`src/rtl/rggen_apb_bridge_pkg.sv`:
```
// Shared types and helpers for the APB-to-register-bus bridge.
package rggen_apb_bridge_pkg;

    typedef enum logic [1:0] {
        ST_IDLE    = 2'd0,
        ST_REQUEST = 2'd1,
        ST_WAIT    = 2'd2,
        ST_DONE    = 2'd3
    } rggen_apb_bridge_state_e;

    // Number of byte-offset address bits covered by one data word.
    function automatic int clog2_strb(input int data_width);
        return $clog2(data_width / 8);
    endfunction

endpackage

```
`src/rtl/rggen_watchdog_counter.sv`:
```
// Cycle counter that flags the last permitted cycle of an outstanding access.
module rggen_watchdog_counter
    import rggen_apb_bridge_pkg::*;
#(
    parameter int LIMIT = 256
) (
    input  logic clk,
    input  logic rst,
    input  logic i_clear,
    input  logic i_enable,
    output logic o_expired
);

    generate
        if (LIMIT == 0) begin : g_disabled
            assign o_expired = 1'b0;
        end else begin : g_counter
            localparam int CW = $clog2(LIMIT + 1);
            localparam logic [CW-1:0] LAST = CW'(LIMIT - 1);

            logic [CW-1:0] r_count;

            // Saturates on the last cycle; the bridge leaves the access there anyway.
            always_ff @(posedge clk or posedge rst) begin
                if (rst) begin
                    r_count <= '0;
                end else if (i_clear) begin
                    r_count <= '0;
                end else if (i_enable && (r_count != LAST)) begin
                    r_count <= r_count + CW'(1);
                end
            end

            assign o_expired = i_enable && (r_count == LAST);
        end
    endgenerate

endmodule

```
`src/rtl/rggen_apb_bridge.sv`:
```
// APB completer that issues single-outstanding register-bus requests and
// returns their responses, with a watchdog that ends hung accesses in error.
module rggen_apb_bridge
    import rggen_apb_bridge_pkg::*;
#(
    parameter int ADDRESS_WIDTH  = 16,
    parameter int DATA_WIDTH     = 32,
    parameter int TIMEOUT_CYCLES = 256
) (
    input  logic                      clk,
    input  logic                      rst,
    input  logic                      psel,
    input  logic                      penable,
    input  logic [ADDRESS_WIDTH-1:0]  paddr,
    input  logic                      pwrite,
    input  logic [DATA_WIDTH-1:0]     pwdata,
    input  logic [DATA_WIDTH/8-1:0]   pstrb,
    output logic                      pready,
    output logic [DATA_WIDTH-1:0]     prdata,
    output logic                      pslverr,
    output logic                      o_req_valid,
    output logic [ADDRESS_WIDTH-1:0]  o_req_address,
    output logic                      o_req_write,
    output logic [DATA_WIDTH-1:0]     o_req_wdata,
    output logic [DATA_WIDTH/8-1:0]   o_req_strobe,
    input  logic                      i_req_ready,
    input  logic                      i_rsp_valid,
    input  logic [DATA_WIDTH-1:0]     i_rsp_rdata,
    input  logic                      i_rsp_error
);

    localparam int STRB_WIDTH = DATA_WIDTH / 8;
    localparam int ADDR_LSB   = clog2_strb(DATA_WIDTH);
    localparam logic [ADDRESS_WIDTH-1:0] ADDR_MASK =
        ~((ADDRESS_WIDTH'(1) << ADDR_LSB) - ADDRESS_WIDTH'(1));

    rggen_apb_bridge_state_e r_state;
    rggen_apb_bridge_state_e w_next_state;

    logic                     r_pready;
    logic [DATA_WIDTH-1:0]    r_prdata;
    logic                     r_pslverr;
    logic                     r_req_valid;
    logic [ADDRESS_WIDTH-1:0] r_req_address;
    logic                     r_req_write;
    logic [DATA_WIDTH-1:0]    r_req_wdata;
    logic [STRB_WIDTH-1:0]    r_req_strobe;
    logic                     r_apb_abort;

    logic w_setup;
    logic w_response;
    logic w_expired;
    logic w_timeout;
    logic w_to_done;
    logic w_complete;

    assign w_setup    = psel && !penable;
    assign w_response = (r_state == ST_WAIT) && i_rsp_valid;
    assign w_timeout  = w_expired && !w_response;
    assign w_to_done  = (w_next_state == ST_DONE);
    // A master that dropped psel mid-access must not see a stray pready.
    assign w_complete = w_to_done && psel && !r_apb_abort;

    rggen_watchdog_counter #(
        .LIMIT (TIMEOUT_CYCLES)
    ) u_watchdog (
        .clk       (clk),
        .rst       (rst),
        .i_clear   (r_state == ST_IDLE),
        .i_enable  ((r_state == ST_REQUEST) || (r_state == ST_WAIT)),
        .o_expired (w_expired)
    );

    // State register.
    always_ff @(posedge clk or posedge rst) begin
        if (rst) begin
            r_state <= ST_IDLE;
        end else begin
            r_state <= w_next_state;
        end
    end

    // Next-state logic; a response in the expiry cycle beats the watchdog.
    always_comb begin
        w_next_state = r_state;
        case (r_state)
            ST_IDLE: begin
                if (w_setup) w_next_state = ST_REQUEST;
                else         w_next_state = ST_IDLE;
            end
            ST_REQUEST: begin
                if (w_expired)        w_next_state = ST_DONE;
                else if (i_req_ready) w_next_state = ST_WAIT;
                else                  w_next_state = ST_REQUEST;
            end
            ST_WAIT: begin
                if (i_rsp_valid || w_expired) w_next_state = ST_DONE;
                else                          w_next_state = ST_WAIT;
            end
            ST_DONE: w_next_state = ST_IDLE;
            default: w_next_state = ST_IDLE;
        endcase
    end

    // Request field latches, loaded from the APB setup phase.
    always_ff @(posedge clk or posedge rst) begin
        if (rst) begin
            r_req_address <= '0;
            r_req_write   <= 1'b0;
            r_req_wdata   <= '0;
            r_req_strobe  <= '0;
        end else if ((r_state == ST_IDLE) && w_setup) begin
            r_req_address <= paddr & ADDR_MASK;
            r_req_write   <= pwrite;
            r_req_wdata   <= pwdata;
            r_req_strobe  <= pwrite ? pstrb : {STRB_WIDTH{1'b1}};
        end
    end

    // Tracks an APB protocol violation for the access in flight.
    always_ff @(posedge clk or posedge rst) begin
        if (rst) begin
            r_apb_abort <= 1'b0;
        end else if (r_state == ST_IDLE) begin
            r_apb_abort <= 1'b0;
        end else if (((r_state == ST_REQUEST) || (r_state == ST_WAIT)) && !psel) begin
            r_apb_abort <= 1'b1;
        end
    end

    // Registered request valid and APB response, captured on entry to DONE.
    always_ff @(posedge clk or posedge rst) begin
        if (rst) begin
            r_req_valid <= 1'b0;
            r_pready    <= 1'b0;
            r_pslverr   <= 1'b0;
            r_prdata    <= '0;
        end else begin
            r_req_valid <= (w_next_state == ST_REQUEST);
            r_pready    <= w_complete;
            r_pslverr   <= w_complete && (w_timeout || i_rsp_error);
            r_prdata    <= (w_complete && !w_timeout && !r_req_write) ? i_rsp_rdata : '0;
        end
    end

    assign pready        = r_pready;
    assign prdata        = r_prdata;
    assign pslverr       = r_pslverr;
    assign o_req_valid   = r_req_valid;
    assign o_req_address = r_req_address;
    assign o_req_write   = r_req_write;
    assign o_req_wdata   = r_req_wdata;
    assign o_req_strobe  = r_req_strobe;

endmodule

```
`config.mk`:
```
export PLATFORM = sky130hd
export DESIGN_NAME = rggen_apb_bridge
export DESIGN_NICKNAME = d
export VERILOG_FILES = /design/src/rtl/rggen_apb_bridge_pkg.sv /design/src/rtl/rggen_watchdog_counter.sv /design/src/rtl/rggen_apb_bridge.sv
export SDC_FILE = /design/constraint.sdc
export NUM_CORES = 1
export LEC_CHECK = 0
export ABC_AREA = 1
export BUFFER_PORTS_ARGS = -buffer_cell sky130_fd_sc_hd__buf_2
export CORE_MARGIN = 3
export CORE_UTILIZATION = 40
export CTS_CLUSTER_SIZE = 12
export DETAILED_ROUTE_END_ITERATION = 10
export HOLD_SLACK_MARGIN = 0.12
export PLACE_DENSITY_LB_ADDON = 0.3
export REMOVE_ABC_BUFFERS = 1
export SLEW_MARGIN = 20
export SYNTH_ARGS = -nofsm -noshare
export SYNTH_HDL_FRONTEND = slang
export SYNTH_HIERARCHICAL = 1
export SYNTH_SLANG_ARGS = --single-unit
```
`constraint.sdc`:
```
create_clock -name clk -period 6.9 [get_ports clk]
set_input_delay 0.69 -clock clk [delete_from_list [all_inputs] [get_ports clk]]
set_output_delay 0.69 -clock clk [all_outputs]
set_load 0.03 [all_outputs]
```
[Word level (Yosys, flattened, before mapping)]
Index checks and enable logic that the tools add are counted.
Word-level totals
  bits in registers: 98
  bits of input ports: 92
  output and inout port bits: 88
  logic and storage cells: 54
Operators by class
  add/sub/neg operators: 1
  equality and inequality tests: 7
  mux-type cells: 11
  reductions and logical operators: 24
Operators with widths (number)
  two-way mux 32 bit: 1
  two-way mux 9 bit: 2
  logical AND 1 bit: 12
  adder 9 x 1 -> 9 bit (second input constant): 1
  == test 9 x 8 -> 1 bit (second input constant): 1
  inequality test 9 x 8 -> 1 bit (second input constant): 1
  case mux 2 bit (4 select lines): 1
  == test 2 bit (second input constant): 3
  zero test 1 bit: 6
  == test 2 x 1 -> 1 bit (second input constant): 2
  two-way mux 1 bit: 4
  two-way mux 2 bit: 2
  two-way mux 4 bit: 1
  nonzero test 2 bit: 2
  logical OR 1 bit: 3
  zero test 2 bit: 1

[Logic depth before layout (Yosys ltp)]
  depth in word-level cells: 12
  depth in mapped cells: 16
  gate-level depth less buffers: 15

[Hierarchy]
The synthesis kept the hierarchy.
Modules (own cells, without submodules)
  rggen_apb_bridge: times used 1, cells each 354, area each 3369.5 um^2, sequential area each 2227.1 um^2
  rggen_watchdog_counter: times used 1, cells each 66, area each 520.5 um^2, sequential area each 225.2 um^2

[Least setup slack after synthesis]
OpenSTA, ideal clock, no wires.
  path kind: register to register
  from: reg u_watchdog.g_counter.r_count[3]
  to: reg r_prdata[10], in the netlist prdata[10]
  library setup time: 69 ps
  data arrival time: 1748 ps
  data required time: 6831 ps
  setup slack: 5083 ps
  cell stages (with the launch flop): 17
  buffers on the path: 1
  period minus slack after synthesis: 1817 ps
  cell sequence: dfrtp_1 nand2_1 nor2_2 inv_1 nor2_1 ha_1 nand2_1 inv_1 inv_2 nand2_1 nand2_1 nand2_2 nand2_2 inv_2 nand3_4 buf_6 nor2_2
On the way
  elaborated cells between the ends (all ways): 14
  classes of those cells: 2 x eq/ne; 4 x mux; 8 x reduce/logical
RTL lines
  start, declared: RTL line rggen_watchdog_counter.sv:21  | logic [CW-1:0] r_count;
  start signal, assigned: RTL line rggen_watchdog_counter.sv:30  | r_count <= r_count + CW'(1);
  == test 9 x 8 -> 1 bit: RTL line rggen_watchdog_counter.sv:34  | assign o_expired = i_enable && (r_count == LAST);
  logical AND 1 bit: RTL line rggen_watchdog_counter.sv:34
  via w_expired: RTL line rggen_apb_bridge.sv:52  | logic w_expired;
  two-way mux 2 bit: RTL line rggen_apb_bridge.sv:92  | if (w_expired) w_next_state = ST_DONE;
  case mux 2 bit (4 select lines): RTL line rggen_apb_bridge.sv:86  | case (r_state)
  via w_next_state[1]: RTL line rggen_apb_bridge.sv:38  | rggen_apb_bridge_state_e w_next_state;
  == test 2 bit: RTL line rggen_apb_bridge.sv:60  | assign w_to_done = (w_next_state == ST_DONE);
  logical AND 1 bit (2 in series): RTL line rggen_apb_bridge.sv:62  | assign w_complete = w_to_done && psel && !r_apb_abort;
  logical AND 1 bit (2 in series): RTL line rggen_apb_bridge.sv:142  | r_prdata <= (w_complete && !w_timeout && !r_req_write) ? i_rsp_rdata : '0;
  two-way mux 32 bit: RTL line rggen_apb_bridge.sv:142
  end signal, assigned: RTL line rggen_apb_bridge.sv:142
  end, declared: RTL line rggen_apb_bridge.sv:41  | logic [DATA_WIDTH-1:0] r_prdata;
The timed path passes the listed nets, and every way through them passes these cells.
A chain may end at the register's enable or synchronous reset.

[Worst setup path in the final report]
  from: reg r_state[0]
  to: reg r_pslverr, in the netlist pslverr
On the way
  cells in the longest elaborated chain, start to end: 10
  elaborated cells between the ends (all ways): 18
  classes of those cells: 4 x eq/ne; 3 x mux; 11 x reduce/logical
Ends and longest elaborated chain
  start, declared: RTL line rggen_apb_bridge.sv:37  | rggen_apb_bridge_state_e r_state;
  start signal, assigned: RTL line rggen_apb_bridge.sv:79  | r_state <= w_next_state;
  == test 2 x 1 -> 1 bit or == test 2 bit (tied branches): RTL line rggen_apb_bridge.sv:70, rggen_apb_bridge.sv:86, rggen_apb_bridge.sv:58
  logical OR 1 bit: RTL line rggen_apb_bridge.sv:70  | .i_enable ((r_state == ST_REQUEST) || (r_state == ST_WAIT)),
  logical AND 1 bit: RTL line rggen_watchdog_counter.sv:34
  logical OR 1 bit: RTL line rggen_apb_bridge.sv:97  | if (i_rsp_valid || w_expired) w_next_state = ST_DONE;
  two-way mux 1 bit: RTL line rggen_apb_bridge.sv:97
  case mux 2 bit (4 select lines): RTL line rggen_apb_bridge.sv:86
  == test 2 bit: RTL line rggen_apb_bridge.sv:60
  logical AND 1 bit (2 in series): RTL line rggen_apb_bridge.sv:62
  logical AND 1 bit *: RTL line rggen_apb_bridge.sv:141  | r_pslverr <= w_complete && (w_timeout || i_rsp_error);
  end signal, assigned: RTL line rggen_apb_bridge.sv:141
  end, declared: RTL line rggen_apb_bridge.sv:42  | logic r_pslverr;
Mark *: on every way between the ends. The rest lies on a longest branch, timed or not.

==> results.yml <==
setup_path:
  cp_num_buf_inv: 2
  cpLargestDelayFamily: "buffers and inverters"
  critPathKind: "reg -> reg"
  slowest_delay_ns: 0.88
  critPathLaunchType: "flop"
  crit_slowest_cell: "inv_2"
  path_cells: "inv_1 > ha_1 > nand2_2 > inv_2 > a21oi_1 > nor3_1"
  critPathRequiredTime_ns: 7.16
  crit_path_max_fanout: 51
  endpoint_kind: "flop"
  critPathArrivalTime_ns: 2.96
sta:
  slew_violations: 0
  fin_skew_ns: 0.01119
  tightest_slew_ns: 0.9389
  fin_crit_sh_pct: 39.02
  holdWs_ns: 0.3086
  timing.final.crit_period_ns: 2.692
  fmax_mhz: 371.4
  slew_headroom_pct: 37.19
  hold_viol: 0
  rsz0062_at_grt: "false"
  tns_ns: 0
  setup_violations: 0
synthesis:
  synth_cells: 420
  synth_warnings: 6
  synthTopCellsByArea: "dfrtp_1, nand2_1, inv_1"
  synth_area_per_cell_um2: 9.262
  yosys.cell_types.count: 28
  yosys_register_bits: 98
  syn_area_um2: 3890
  synth-seq-area-share_pct: 63.04
  synth_top_area_share_pct: 63.04
  synth_top_cell_by_area: "dfrtp_1"
  synthFlopType: "dfrtp_1"
  postSynth.asyncResetShare_pct: 100.0
  synth_edf_count: 0
cts:
  cts-root-buf: "clkbuf_8"
  htree_levels: 3
  cts_buffer_depth: 2
  postCtsHoldBufs: 0
  cts_resized: 0
  path_clk_slew_ns: 0.09
  cts_tree: "yes"
  insertion_delay_ns: 0.35
  cts_made_buffers: 9
  clkSinkCount: 98
  postCtsSetupBuffers: 0
detailed_routing:
  viasPerCell: 4.331
  drt_iter0_drc: 154
  dr.pass1.iters: 4
  routedWlPerCell_um: 12.30
  drt-total-wl_um: 8945
  drc: 0
  dr_total_vias: 3149
  route.antenna.remaining_nets: 0
global_route:
  grt_max_degree: 54
  grt_first_pass_wirelength_um: 15100
  antenna_found_initial: 0
  grt_use_total_pct: 17.00
  grt_pass1_vias: 3232
  globalRouteOverflowTotal: 0
floorplan:
  std_cell_rows: 35
  die_w_um: 104.6
  die-area_um2: 10940
  core-area_um2: 9328
  ios: 180
  start_util_pct: 41.70
  die_h_um: 104.6
layout:
  diodes: 0
  mostFrequentLayoutCell: "buf_2"
  final_cell_mix: "buf_2, nand2_1, dfrtp_1"
  fin_util_pct: 53.74
  nNetsFinal: 690
  final_cell_area_um2: 5012
  syn_to_final_growth_pct: 28.85
  drive_gt1_share_pct: 36.79
  fill_cells: 889
place:
  hpwl_um: 6479
  place_congestion: 0.7677
  place_area_um2: 4842
  io_buffers: 175
pwr:
  p_per_area_nw_per_um2: 393.5
  p_leak_nw: 3.031
  p_total_mw: 1.972
  vdd_drop_max_mv: 0.1895
hold_path:
  min_path_type: "in -> async"
job:
  cap_violations: 0
status:
  status: "completed"
==> synthesized netlist by cell type (4+ instances only) <==
| library cell | count |
|---|---|
| inv_1 | 51 |
| o22a_1 | 4 |
| dfrtp_1 | 98 |
| a21oi_1 | 6 |
| nor2_1 | 36 |
| nand2_1 | 161 |
| nand2_2 | 4 |
| buf_2 | 8 |
| ha_1 | 5 |
| inv_2 | 4 |
| nor2_2 | 13 |
| nand3_1 | 6 |
==> sequential cells by signal (all words and copies together) (netlist names) <==
signal                        cells
prdata                           32
u_watchdog/g_counter.r_count      9
o_req_wdata                      32
pslverr                           1
o_req_address                    14
pready                            1
r_apb_abort                       1
o_req_strobe                      4
r_state                           2
o_req_valid                       1
o_req_write                       1
==> worst register-to-register path, delay by kind of cell (launching register included) <==
family / cells / cell delay [ns]
buf+inv: 2 / 0.99
simple gates: 2 / 0.76
flops: 1 / 0.41
fa+ha+maj: 1 / 0.26
compound gates: 1 / 0.19
==> cell families after synthesis <==
| group | after synthesis | share of synthesized area [%] |
|---|---|---|
| AO/OA/AOI/OAI | 17 | 2.734 |
| other | 1 | 0.09640 |
| flip-flops | 98 | 63.04 |
| AND/OR/NAND/NOR | 227 | 24.41 |
| buffers and inverters | 72 | 8.105 |
| adder cells (fa/ha/maj) | 5 | 1.608 |
==> through the flow <==
stage | std cells | worst slack (ns)
2_1_floorplan | 406 | 3.903
3_3_place_gp | 711 | 4.042
3_5_place_dp | 711 | 3.997
4_1_cts | 727 | 4.129
5_1_grt | 727 | 3.815
6_report | 727 | 4.208
==> cell type report <==
type / instances / area, um^2 / share of cell area, %
flip-flops and latches: 98 / 2452 / 48.93
clock inverters: 5 / 38.79 / 0.7738
repair buffers: 176 / 883.3 / 17.62
multi-input cells: 251 / 1129 / 22.52
well taps: 129 / 161.4 / 3.220
clock buffers: 11 / 131.4 / 2.621
inverters: 57 / 216.5 / 4.319
==> report_power, final <==
group          total, mW  switching [mW]  internal (mW)
Combinational      0.822           0.594          0.228
Sequential         0.820          0.0834          0.737
Clock              0.330           0.197          0.133
==> final timing paths <==
| kind | start | endpoint | slack (ns) | cells after the start |
|---|---|---|---|---|
| max in group asynchronous | rst | o_req_write | 5.40 | 3 |
| hold reg to reg | o_req_address[6] | o_req_address[6] | 0.48 | 2 |
| hold / removal | rst | u_watchdog/g_counter.r_count[3] | 0.31 | 2 |
| setup / recovery | r_state[0] | pslverr | 4.21 | 6 |
| min in group clk | o_req_address[6] | o_req_address[6] | 0.48 | 2 |
| setup reg to reg | r_state[0] | pslverr | 4.21 | 6 |
==> per-layer routing <==
layer / routed length [um] / share of wire (%) / vias to the layer above / global-route usage [%]
met1: 3595 / 40 / 1463 / 20.23
li1: - / - / 1578 / -
met3: 575 / 6.4 / 14 / 4.880
met2: 4595 / 51 / 94 / 29.47
met4: 179 / 2.0 / 0 / 5.904
met5: 0 / 0 / - / 0
Note: power is estimated with default switching activity, not from simulation.
